<file path="src/rtl/ctrl_pkg.sv">
// Shared types and encodings for the multi-cycle RV32I sequencing controller.
// Latency: none (declarations only).
// Backpressure: n/a.
package ctrl_pkg;

   // Controller states, in the order an instruction passes through them
   typedef enum logic [2:0] {
      FETCH   = 3'd0,
      DECODE  = 3'd1,
      EXECUTE = 3'd2,
      MEM     = 3'd3,
      WB      = 3'd4,
      TRAP    = 3'd5
   } state_t;

   // Major opcodes of the supported subset
   localparam logic [6:0] OP_R      = 7'b0110011;
   localparam logic [6:0] OP_IMM    = 7'b0010011;
   localparam logic [6:0] OP_LOAD   = 7'b0000011;
   localparam logic [6:0] OP_STORE  = 7'b0100011;
   localparam logic [6:0] OP_BRANCH = 7'b1100011;

   // funct3 values
   localparam logic [2:0] F3_ADD = 3'b000;
   localparam logic [2:0] F3_LW  = 3'b010;
   localparam logic [2:0] F3_SW  = 3'b010;
   localparam logic [2:0] F3_BEQ = 3'b000;
   localparam logic [2:0] F3_BNE = 3'b001;

   // funct7 values that distinguish add from sub
   localparam logic [6:0] F7_ADD = 7'h00;
   localparam logic [6:0] F7_SUB = 7'h20;

   // ImmSrc encodings seen by the immediate generator
   localparam logic [1:0] IMM_I = 2'b00;
   localparam logic [1:0] IMM_S = 2'b01;
   localparam logic [1:0] IMM_B = 2'b10;

   // One-hot-ish decode of the latched instruction
   typedef struct packed {
      logic is_r;
      logic is_sub;
      logic is_addi;
      logic is_lw;
      logic is_sw;
      logic is_beq;
      logic is_bne;
      logic legal;
   } dec_t;

endpackage

</file>
<file path="src/rtl/ctrl_decode.sv">
// Combinational decode of the latched instruction word into control flags.
// Latency: 0 cycles (pure logic; registered only through the IR copy upstream).
// Backpressure: none.
module ctrl_decode
   import ctrl_pkg::*;
(
   input  logic [31:0] ir_i,
   output dec_t        dec_o
);

   logic [6:0] opcode;
   logic [2:0] funct3;
   logic [6:0] funct7;
   // Register specifiers and immediate bits are datapath concerns only
   logic       unused_fields;

   assign opcode        = ir_i[6:0];
   assign funct3        = ir_i[14:12];
   assign funct7        = ir_i[31:25];
   assign unused_fields = ^{ir_i[24:15], ir_i[11:7]};

   // Classify the instruction; anything not matched falls out as illegal
   always_comb begin
      dec_o         = '0;
      dec_o.is_r    = (opcode == OP_R) && (funct3 == F3_ADD) &&
                      ((funct7 == F7_ADD) || (funct7 == F7_SUB));
      dec_o.is_sub  = dec_o.is_r && (funct7 == F7_SUB);
      dec_o.is_addi = (opcode == OP_IMM)    && (funct3 == F3_ADD);
      dec_o.is_lw   = (opcode == OP_LOAD)   && (funct3 == F3_LW);
      dec_o.is_sw   = (opcode == OP_STORE)  && (funct3 == F3_SW);
      dec_o.is_beq  = (opcode == OP_BRANCH) && (funct3 == F3_BEQ);
      dec_o.is_bne  = (opcode == OP_BRANCH) && (funct3 == F3_BNE);
      dec_o.legal   = dec_o.is_r | dec_o.is_addi | dec_o.is_lw |
                      dec_o.is_sw | dec_o.is_beq | dec_o.is_bne;
   end

endmodule

</file>
<file path="src/rtl/multicycle_ctrl.sv">
// Sequencing controller for the multi-cycle RV32I datapath (FETCH/DECODE/EXECUTE/MEM/WB/TRAP).
// Latency: alu ops 4, lw 5, sw 4, branch 3 cycles with zero-wait memory; +1 per mem_ready=0 cycle.
// Backpressure: holds in FETCH/MEM while mem_ready=0. Perf counters built only with CTRL_PERF_CNT_EN.
module multicycle_ctrl
   import ctrl_pkg::*;
#(
   parameter int INSTR_WIDTH = 32,
   parameter int CNT_WIDTH   = 32
)(
   input  logic                   clk,
   input  logic                   rst_n,
   input  logic [INSTR_WIDTH-1:0] instr,
   input  logic                   mem_ready,
   input  logic                   EQ,
   output logic                   mem_req,
   output logic                   MemWrite,
   output logic                   IR_en,
   output logic                   PC_en,
   output logic                   PCsrc,
   output logic                   ALUctrl,
   output logic                   ALUsrc,
   output logic [1:0]             ImmSrc,
   output logic                   RegWrite,
   output logic                   ResultSrc,
   output logic                   illegal,
   output logic [CNT_WIDTH-1:0]   retire_cnt,
   output logic [CNT_WIDTH-1:0]   cycle_cnt
);

   state_t                 state_q, state_d;
   logic [INSTR_WIDTH-1:0] ir_q, ir_d;
   dec_t                   dec;

   ctrl_decode u_decode (
      .ir_i  (ir_q[31:0]),
      .dec_o (dec)
   );

   assign ir_d = IR_en ? instr : ir_q;

   // State and IR copy; async reset parks the FSM in FETCH with a cleared IR
   always_ff @(posedge clk or negedge rst_n) begin
      if (!rst_n) begin
         state_q <= FETCH;
         ir_q    <= '0;
      end else begin
         state_q <= state_d;
         ir_q    <= ir_d;
      end
   end

   // Next state and Moore outputs; gated by rst_n so an in-flight access drops at once
   always_comb begin
      state_d   = state_q;
      mem_req   = 1'b0;
      MemWrite  = 1'b0;
      IR_en     = 1'b0;
      PC_en     = 1'b0;
      PCsrc     = 1'b0;
      ALUctrl   = 1'b0;
      ALUsrc    = 1'b0;
      ImmSrc    = IMM_I;
      RegWrite  = 1'b0;
      ResultSrc = 1'b0;
      illegal   = 1'b0;
      if (rst_n) begin
         case (state_q)
            FETCH: begin
               mem_req = 1'b1;
               IR_en   = mem_ready;
               if (mem_ready) state_d = DECODE;
            end
            DECODE: begin
               state_d = dec.legal ? EXECUTE : TRAP;
            end
            EXECUTE: begin
               ALUctrl = dec.is_sub | dec.is_beq | dec.is_bne;
               ALUsrc  = dec.is_addi | dec.is_lw | dec.is_sw;
               if (dec.is_sw)
                  ImmSrc = IMM_S;
               else if (dec.is_beq | dec.is_bne)
                  ImmSrc = IMM_B;
               if (dec.is_beq | dec.is_bne) begin
                  // Only output that looks at a live input besides mem_ready
                  PC_en   = 1'b1;
                  PCsrc   = (dec.is_beq & EQ) | (dec.is_bne & ~EQ);
                  state_d = FETCH;
               end else if (dec.is_lw | dec.is_sw) begin
                  state_d = MEM;
               end else begin
                  state_d = WB;
               end
            end
            MEM: begin
               mem_req  = 1'b1;
               MemWrite = dec.is_sw;
               if (mem_ready) begin
                  if (dec.is_sw) begin
                     PC_en   = 1'b1;
                     state_d = FETCH;
                  end else begin
                     state_d = WB;
                  end
               end
            end
            WB: begin
               RegWrite  = 1'b1;
               ResultSrc = dec.is_lw;
               PC_en     = 1'b1;
               state_d   = FETCH;
            end
            TRAP: begin
               illegal = 1'b1;
            end
            default: begin
               state_d = FETCH;
            end
         endcase
      end
   end

`ifdef CTRL_PERF_CNT_EN
   localparam logic [CNT_WIDTH-1:0] CNT_ONE = {{(CNT_WIDTH-1){1'b0}}, 1'b1};

   logic [CNT_WIDTH-1:0] cycle_cnt_q, cycle_cnt_d;
   logic [CNT_WIDTH-1:0] retire_cnt_q, retire_cnt_d;

   assign cycle_cnt_d  = cycle_cnt_q + CNT_ONE;
   assign retire_cnt_d = PC_en ? (retire_cnt_q + CNT_ONE) : retire_cnt_q;

   // Free-running counters; each PC_en pulse marks exactly one retired instruction
   always_ff @(posedge clk or negedge rst_n) begin
      if (!rst_n) begin
         cycle_cnt_q  <= '0;
         retire_cnt_q <= '0;
      end else begin
         cycle_cnt_q  <= cycle_cnt_d;
         retire_cnt_q <= retire_cnt_d;
      end
   end

   assign cycle_cnt  = cycle_cnt_q;
   assign retire_cnt = retire_cnt_q;
`else
   assign cycle_cnt  = '0;
   assign retire_cnt = '0;
`endif

endmodule
</file>
<file path="config.mk">
export PLATFORM = sky130hd
export DESIGN_NAME = multicycle_ctrl
export DESIGN_NICKNAME = d
export VERILOG_FILES = /design/src/rtl/ctrl_pkg.sv /design/src/rtl/ctrl_decode.sv /design/src/rtl/multicycle_ctrl.sv
export SDC_FILE = /design/constraint.sdc
export NUM_CORES = 1
export LEC_CHECK = 0
export ABC_AREA = 1
export CORE_AREA = 2 2 54 94
export CTS_BUF_LIST = sky130_fd_sc_hd__clkbuf_8
export DETAILED_ROUTE_END_ITERATION = 10
export DIE_AREA = 0 0 56 96
export PLACE_DENSITY = 0.87
export SYNTH_ARGS = -nofsm -noshare
export SYNTH_HDL_FRONTEND = slang
export SYNTH_SLANG_ARGS = --single-unit
</file>
<file path="constraint.sdc">
create_clock -name clk -period 1.9 [get_ports clk]
set_clock_uncertainty 0.2 [all_clocks]
set_input_delay 0.38 -clock clk [delete_from_list [all_inputs] [get_ports clk]]
set_output_delay 0.38 -clock clk [all_outputs]
set_load 0.05 [all_outputs]
</file>
Word-level counts from Yosys, hierarchy flattened --
Index checks and enable logic that the tools add are counted.
Operators by class: reductions and logical operators 14, mux-type cells 35, equal/unequal tests 15, bitwise operators 16
Operator list (number):
- $mux 1 | 23
- $eq 7x6->1 const B | 3
- $mux 3 | 6
- $pmux 3 s5 | 1
- $or 1x1->1 | 12
- $eq 3x2->1 const B | 3
- $logic_and 1x1->1 | 8
- $mux 2 | 4
- $eq 7x2->1 const B | 1
- $eq 7x5->1 const B | 1
- $eq 7x7->1 const B | 1
- $logic_not 7->1 | 1
- $eq 3x1->1 const B | 2
- $eq 3x3->1 const B | 2
- $logic_not 3->1 | 2
- $ne 2x2->1 const B | 2
- $reduce_and 4->1 | 1
- $pmux 1 s3 | 1
- $and 1x1->1 | 2
- $not 1->1 | 2
- $reduce_or 2->1 | 1
- $logic_or 1x1->1 | 1
Storage, ports and cells: register bits 35, output and inout port bits 76, input port bits 36, logic and storage cells 82

Longest topological paths before layout --
Gate-level depths: netlist of run 1.
depth in word-level cells 10, mapped depth 12

Modules after synthesis --
From an unflattened synthesis of run 1, not the netlist that was laid out.
Second synthesis, totals: cells, all modules 324, area, all modules 2387.3 um^2
By module, submodules not included:
- multicycle_ctrl | area an instance 2140.8 um^2, times used 1, cells each 277
- ctrl_decode | area an instance 246.5 um^2, times used 1, cells each 47

Least setup slack after synthesis of run 1 --
Ideal clock, no wire load.
kind register to output, start point register ir_q[12], end point output PC_en, cell stages (with the launch flop) 10, data arrival time 2.018 ns, data required time 1.320 ns, path slack -0.698 ns, path buffers 0, path through dfrtp_1 -> inv_1 -> nand3_1 -> nor2_1 -> nand2_2 -> inv_1 -> nand2_1 -> nor3_2 -> nand3_1 -> nand2_1
Between the ends: longest elaborated chain between the ends 6, elaborated cells between the ends (all ways) 12, those cells by class eq/ne: 2; mux: 5; bitwise: 1; reduce/logical: 4
Ends and longest elaborated chain:
- start: declaration | line multicycle_ctrl.sv:31 | logic [INSTR_WIDTH-1:0] ir_q, ir_d;
- start signal: assignment | line multicycle_ctrl.sv:48 | ir_q <= ir_d;
- $eq 3x2->1, or another cell as far along | line ctrl_decode.sv:30 | dec_o.is_sw = (opcode == OP_STORE) && (funct3 == F3_SW);
- $logic_and 1x1->1, on equally long branches | line ctrl_decode.sv:30, ctrl_decode.sv:31, ctrl_decode.sv:32
- $mux 1 or $or 1x1->1 (tied branches) | line multicycle_ctrl.sv:98, multicycle_ctrl.sv:83
- $mux 1, on equally long branches | line multicycle_ctrl.sv:97, multicycle_ctrl.sv:83
- $pmux 1 s3 * | line multicycle_ctrl.sv:67 | case (state_q)
- $mux 1 * | line multicycle_ctrl.sv:66 | if (rst_n) begin
- end: declaration | line multicycle_ctrl.sv:18 | output logic PC_en,
Every way passes the cells marked *; elsewhere a longest branch is shown, timed or not.

Worst setup path in the final report of run 1 --
start point register ir_q[2], end point output PC_en
Between the ends: longest elaborated chain between the ends 6, elaborated cells between the ends (all ways) 11, those cells by class eq/ne: 2; mux: 5; bitwise: 1; reduce/logical: 3
Ends and longest elaborated chain (line):
- $eq 7x6->1 or $eq 7x7->1 (tied branches) | ctrl_decode.sv:30, ctrl_decode.sv:31, ctrl_decode.sv:32
- $logic_and 1x1->1, on equally long branches | ctrl_decode.sv:30, ctrl_decode.sv:31, ctrl_decode.sv:32
- $mux 1 or $or 1x1->1 (tied branches) | multicycle_ctrl.sv:98, multicycle_ctrl.sv:83
- $mux 1, on equally long branches | multicycle_ctrl.sv:97, multicycle_ctrl.sv:83
- $pmux 1 s3 * | multicycle_ctrl.sv:67
- $mux 1 * | multicycle_ctrl.sv:66
Marked as above.

==> flow_summary.ini, run 1 <==
[hold_path]
min_path_type = input pin to asynchronous set/reset pin

[clocking]
clk_path_buf_depth = 2
hold_buffers = 0
root_buffer = clkbuf_8
clock_sinks = 20
tritoncts = built
clkTransAtPathRegs_ps = 80
cts_made_buffers = 3
clock_latency_ps = 270
htreeDepth = 1

[timing]
fin_ws_ps = -364.5
maxSlewViolCount = 0
fin_hold_ws_ps = 153.7
hold_violations = 0
fin_crit_sh_pct = 119.2
rsz0062_at_grt = true
fin_crit_ps = 2265
fmax_ghz = 0.4416
finalSetupViolations = 14

[setup_path]
critPathKind = register to primary output
crit_slowest_cell = dfrtp_1
r2r-start = ir_q[2]$_DFFE_PN0P_
path_cells = nor2_4 > nand2_2 > inv_2 > nand2_2 > inv_2 > nand2_4 > nor3_4 > nand3_2 > nand2_4 > buf_12
crit_arrival_ps = 1680
cp-end-kind = primary output
startpoint_type = register
critical_path.top_delay_family = simple AND/OR/NAND/NOR gates
ff2ff_path_depth = 16
rrSetupSlack_ps = -220
cp_max_fo = 2
crit_required_ps = 1320
critical_path.reg2reg.endpoint = state_q[0]$_DFFE_PN0P_
cp.buffers_inverters = 3
critical_path.max_stage_delay_ps = 420

[die]
die_h_um = 96
design.core.area_mm2 = 0.004624
dieArea_mm2 = 0.005376
rows = 33
die_w_um = 56
initial_core_util_pct = 35.85
io_pins = 112

[power]
p_per_area_mw_per_mm2 = 1056
intPower_uw = 1353
p_comb_share_pct = 56.2
ir_drop_mv = 0.6787
power_frac_seq_pct = 31.3
clockPowerShare_pct = 12.4
leakage_uw = 0.001289
switching_share_pct = 49.04
switchingPower_uw = 1302

[flow_run]
drv_cap = 0

[cells_and_area]
layout.nets = 347
multiInputGateArea_mm2 = 0.001018
antenna_cells = 0
regArea_um2 = 505.5
fillCellCount = 401
area_growth_pct = 51.62
drive_gt1_share_pct = 39.68
final_cells = 362

[global_routing]
gr-total-overflow = 0
grtUsageTotal_pct = 14.83
grt_pass1_vias = 1436
antenna_found_initial = 0
grt_max_degree = 22
grt_first_pass_wirelength_um = 6216

[drt]
routed_via_density = 4.287
wl_per_cell_um = 11.65
dr.pass1.iters = 4
drc = 0
route.vias.total = 1552
routed_wl_um = 4216
drt_iter0_markers = 24
ant_nets = 0

[place]
dp_cells = 338
gp_congestion = 0.8301
io_buffers = 32
dpl.hpwl_um = 2946

[synth]
ys_types = 21
avgSynthCellArea_um2 = 7.055
syn_inst = 235
ys.warnings.count = 0
synth_seq_area_share_pct = 30.19
synth_seq_cells = 20
netlist_area_mm2 = 0.001658

[outcome]
violations = negative setup slack
outcome = finished with violations
-- sequential cells by signal, summed over array words and instances (netlist names) --
| register | count |
|---|---|
| state_q | 3 |
| ir_q | 17 |
-- Yosys cell counts, drive strengths merged --
cell / count / area share (%)
o21ai: 9 / 2.7
nor4: 1 / 1.3
nand2: 75 / 18
nor3: 4 / 1.5
a21oi: 4 / 1.4
conb: 1 / 0.23
inv: 21 / 4.8
buf: 67 / 30
nand3: 8 / 2.7
nand4: 1 / 0.38
nor2: 23 / 6.4
dfrtp: 20 / 30
nor3b: 1 / 0.75
-- routing by layer --
layer / GRT usage (%) / vias up / part of all wire, %
li1: - / 739 / -
met1: 13.17 / 702 / 31
met2: 29.61 / 93 / 56
met3: 2.285 / 18 / 7.9
met4: 10.32 / 0 / 5.3
met5: 0 / - / 0
-- tightest hold or removal path: stages --
cell and delay (ps):
dlygate4sd2_1 230, buf_4 120, buf_4 270
-- worst max-delay path by stage --
stage	start	slack [ps]	depth (start not counted)	endpoint
floorplan	state_q[2]$_DFFE_PN0P_	-420	4	ResultSrc
global placement	rst_n	-330	8	PC_en
detailed placement	rst_n	-360	6	ALUsrc
CTS	ir_q[13]$_DFFE_PN0P_	-300	8	PCsrc
global route	ir_q[2]$_DFFE_PN0P_	-440	8	PCsrc
finish	ir_q[2]$_DFFE_PN0P_	-360	10	PC_en
-- kinds of logic after synthesis --
family                 Yosys count  share of synthesized area [%]
and+or+nand+nor                113                          30.79
buffers and inverters           88                          34.64
DFF                             20                          30.19
AOI/OAI and AO/OA               13                          4.151
other                            1                         0.2262
-- cells in the final DEF, fill, tap and decap left out, types with 2 or more instances in the layout --
| cell | count |
|---|---|
| nand2_2 | 13 |
| nor3_1 | 3 |
| nand3_4 | 2 |
| buf_6 | 7 |
| nand2_1 | 58 |
| buf_12 | 12 |
| o21ai_0 | 8 |
| a21oi_2 | 2 |
| nor2_1 | 8 |
| dfrtp_2 | 4 |
| nor2_2 | 3 |
| inv_1 | 6 |
| conb_1 | 64 |
| clkdlybuf4s50_1 | 19 |
| nand3_1 | 2 |
| nor2_4 | 12 |
| dfrtp_1 | 16 |
| buf_4 | 36 |
| clkbuf_8 | 4 |
| inv_2 | 14 |
| nand3_2 | 4 |
| nand2_4 | 4 |
-- per-stage QoR --
step	instance area [µm²]	setup slack [ps]	util [%]	power, µW	TNS, ps
final	2514	-364.5	54.36	2654	-2992
after global placement	2133	-329.7	46.13	1951	-3377
after floorplan	1951	-421.0	-	1698	-1643
after global routing	2514	-443.7	54.36	2828	-4150
after detailed placement	2133	-362.6	46.13	2017	-4052
after CTS	2377	-295.3	51.41	2504	-2607
-- power by group through the flow --
stage	sequential [µW]	combinational [µW]	clock (µW)
after floorplan	746	952	0
after global placement	763	1190	0
after detailed placement	782	1230	0
after CTS	795	1370	338
after global routing	857	1610	359
final	832	1490	330
-- timing repair --
| action | CTS | global route |
|---|---|---|
| gates resized for setup | 27 | 29 |
| endpoints found under the hold margin | 0 | 0 |
| setup buffers | 16 | 10 |
| setup endpoints to repair | 12 | 15 |
| pin swaps | 16 | 14 |
-- cell type report --
cell class / count / share of cell area (%)
multi-input cells: 190 / 40.52
repair buffers: 75 / 31.36
flip-flops and latches: 20 / 20.11
inverters: 21 / 3.235
well taps: 52 / 2.588
clock buffers: 4 / 2.190
(Power assumes the default switching activity.)
==> run 2: changes to the inputs <==
- SLEW_MARGIN: unset -> 40
==> results of run 2 <==
The final DEF is identical to that of run 1; final timing and power are the same.
==> run 3: changes to the inputs <==
- ABC_CLOCK_PERIOD_IN_PS: unset -> 1900
==> results of run 3 <==
The final DEF is identical to that of run 1; final timing and power are the same.
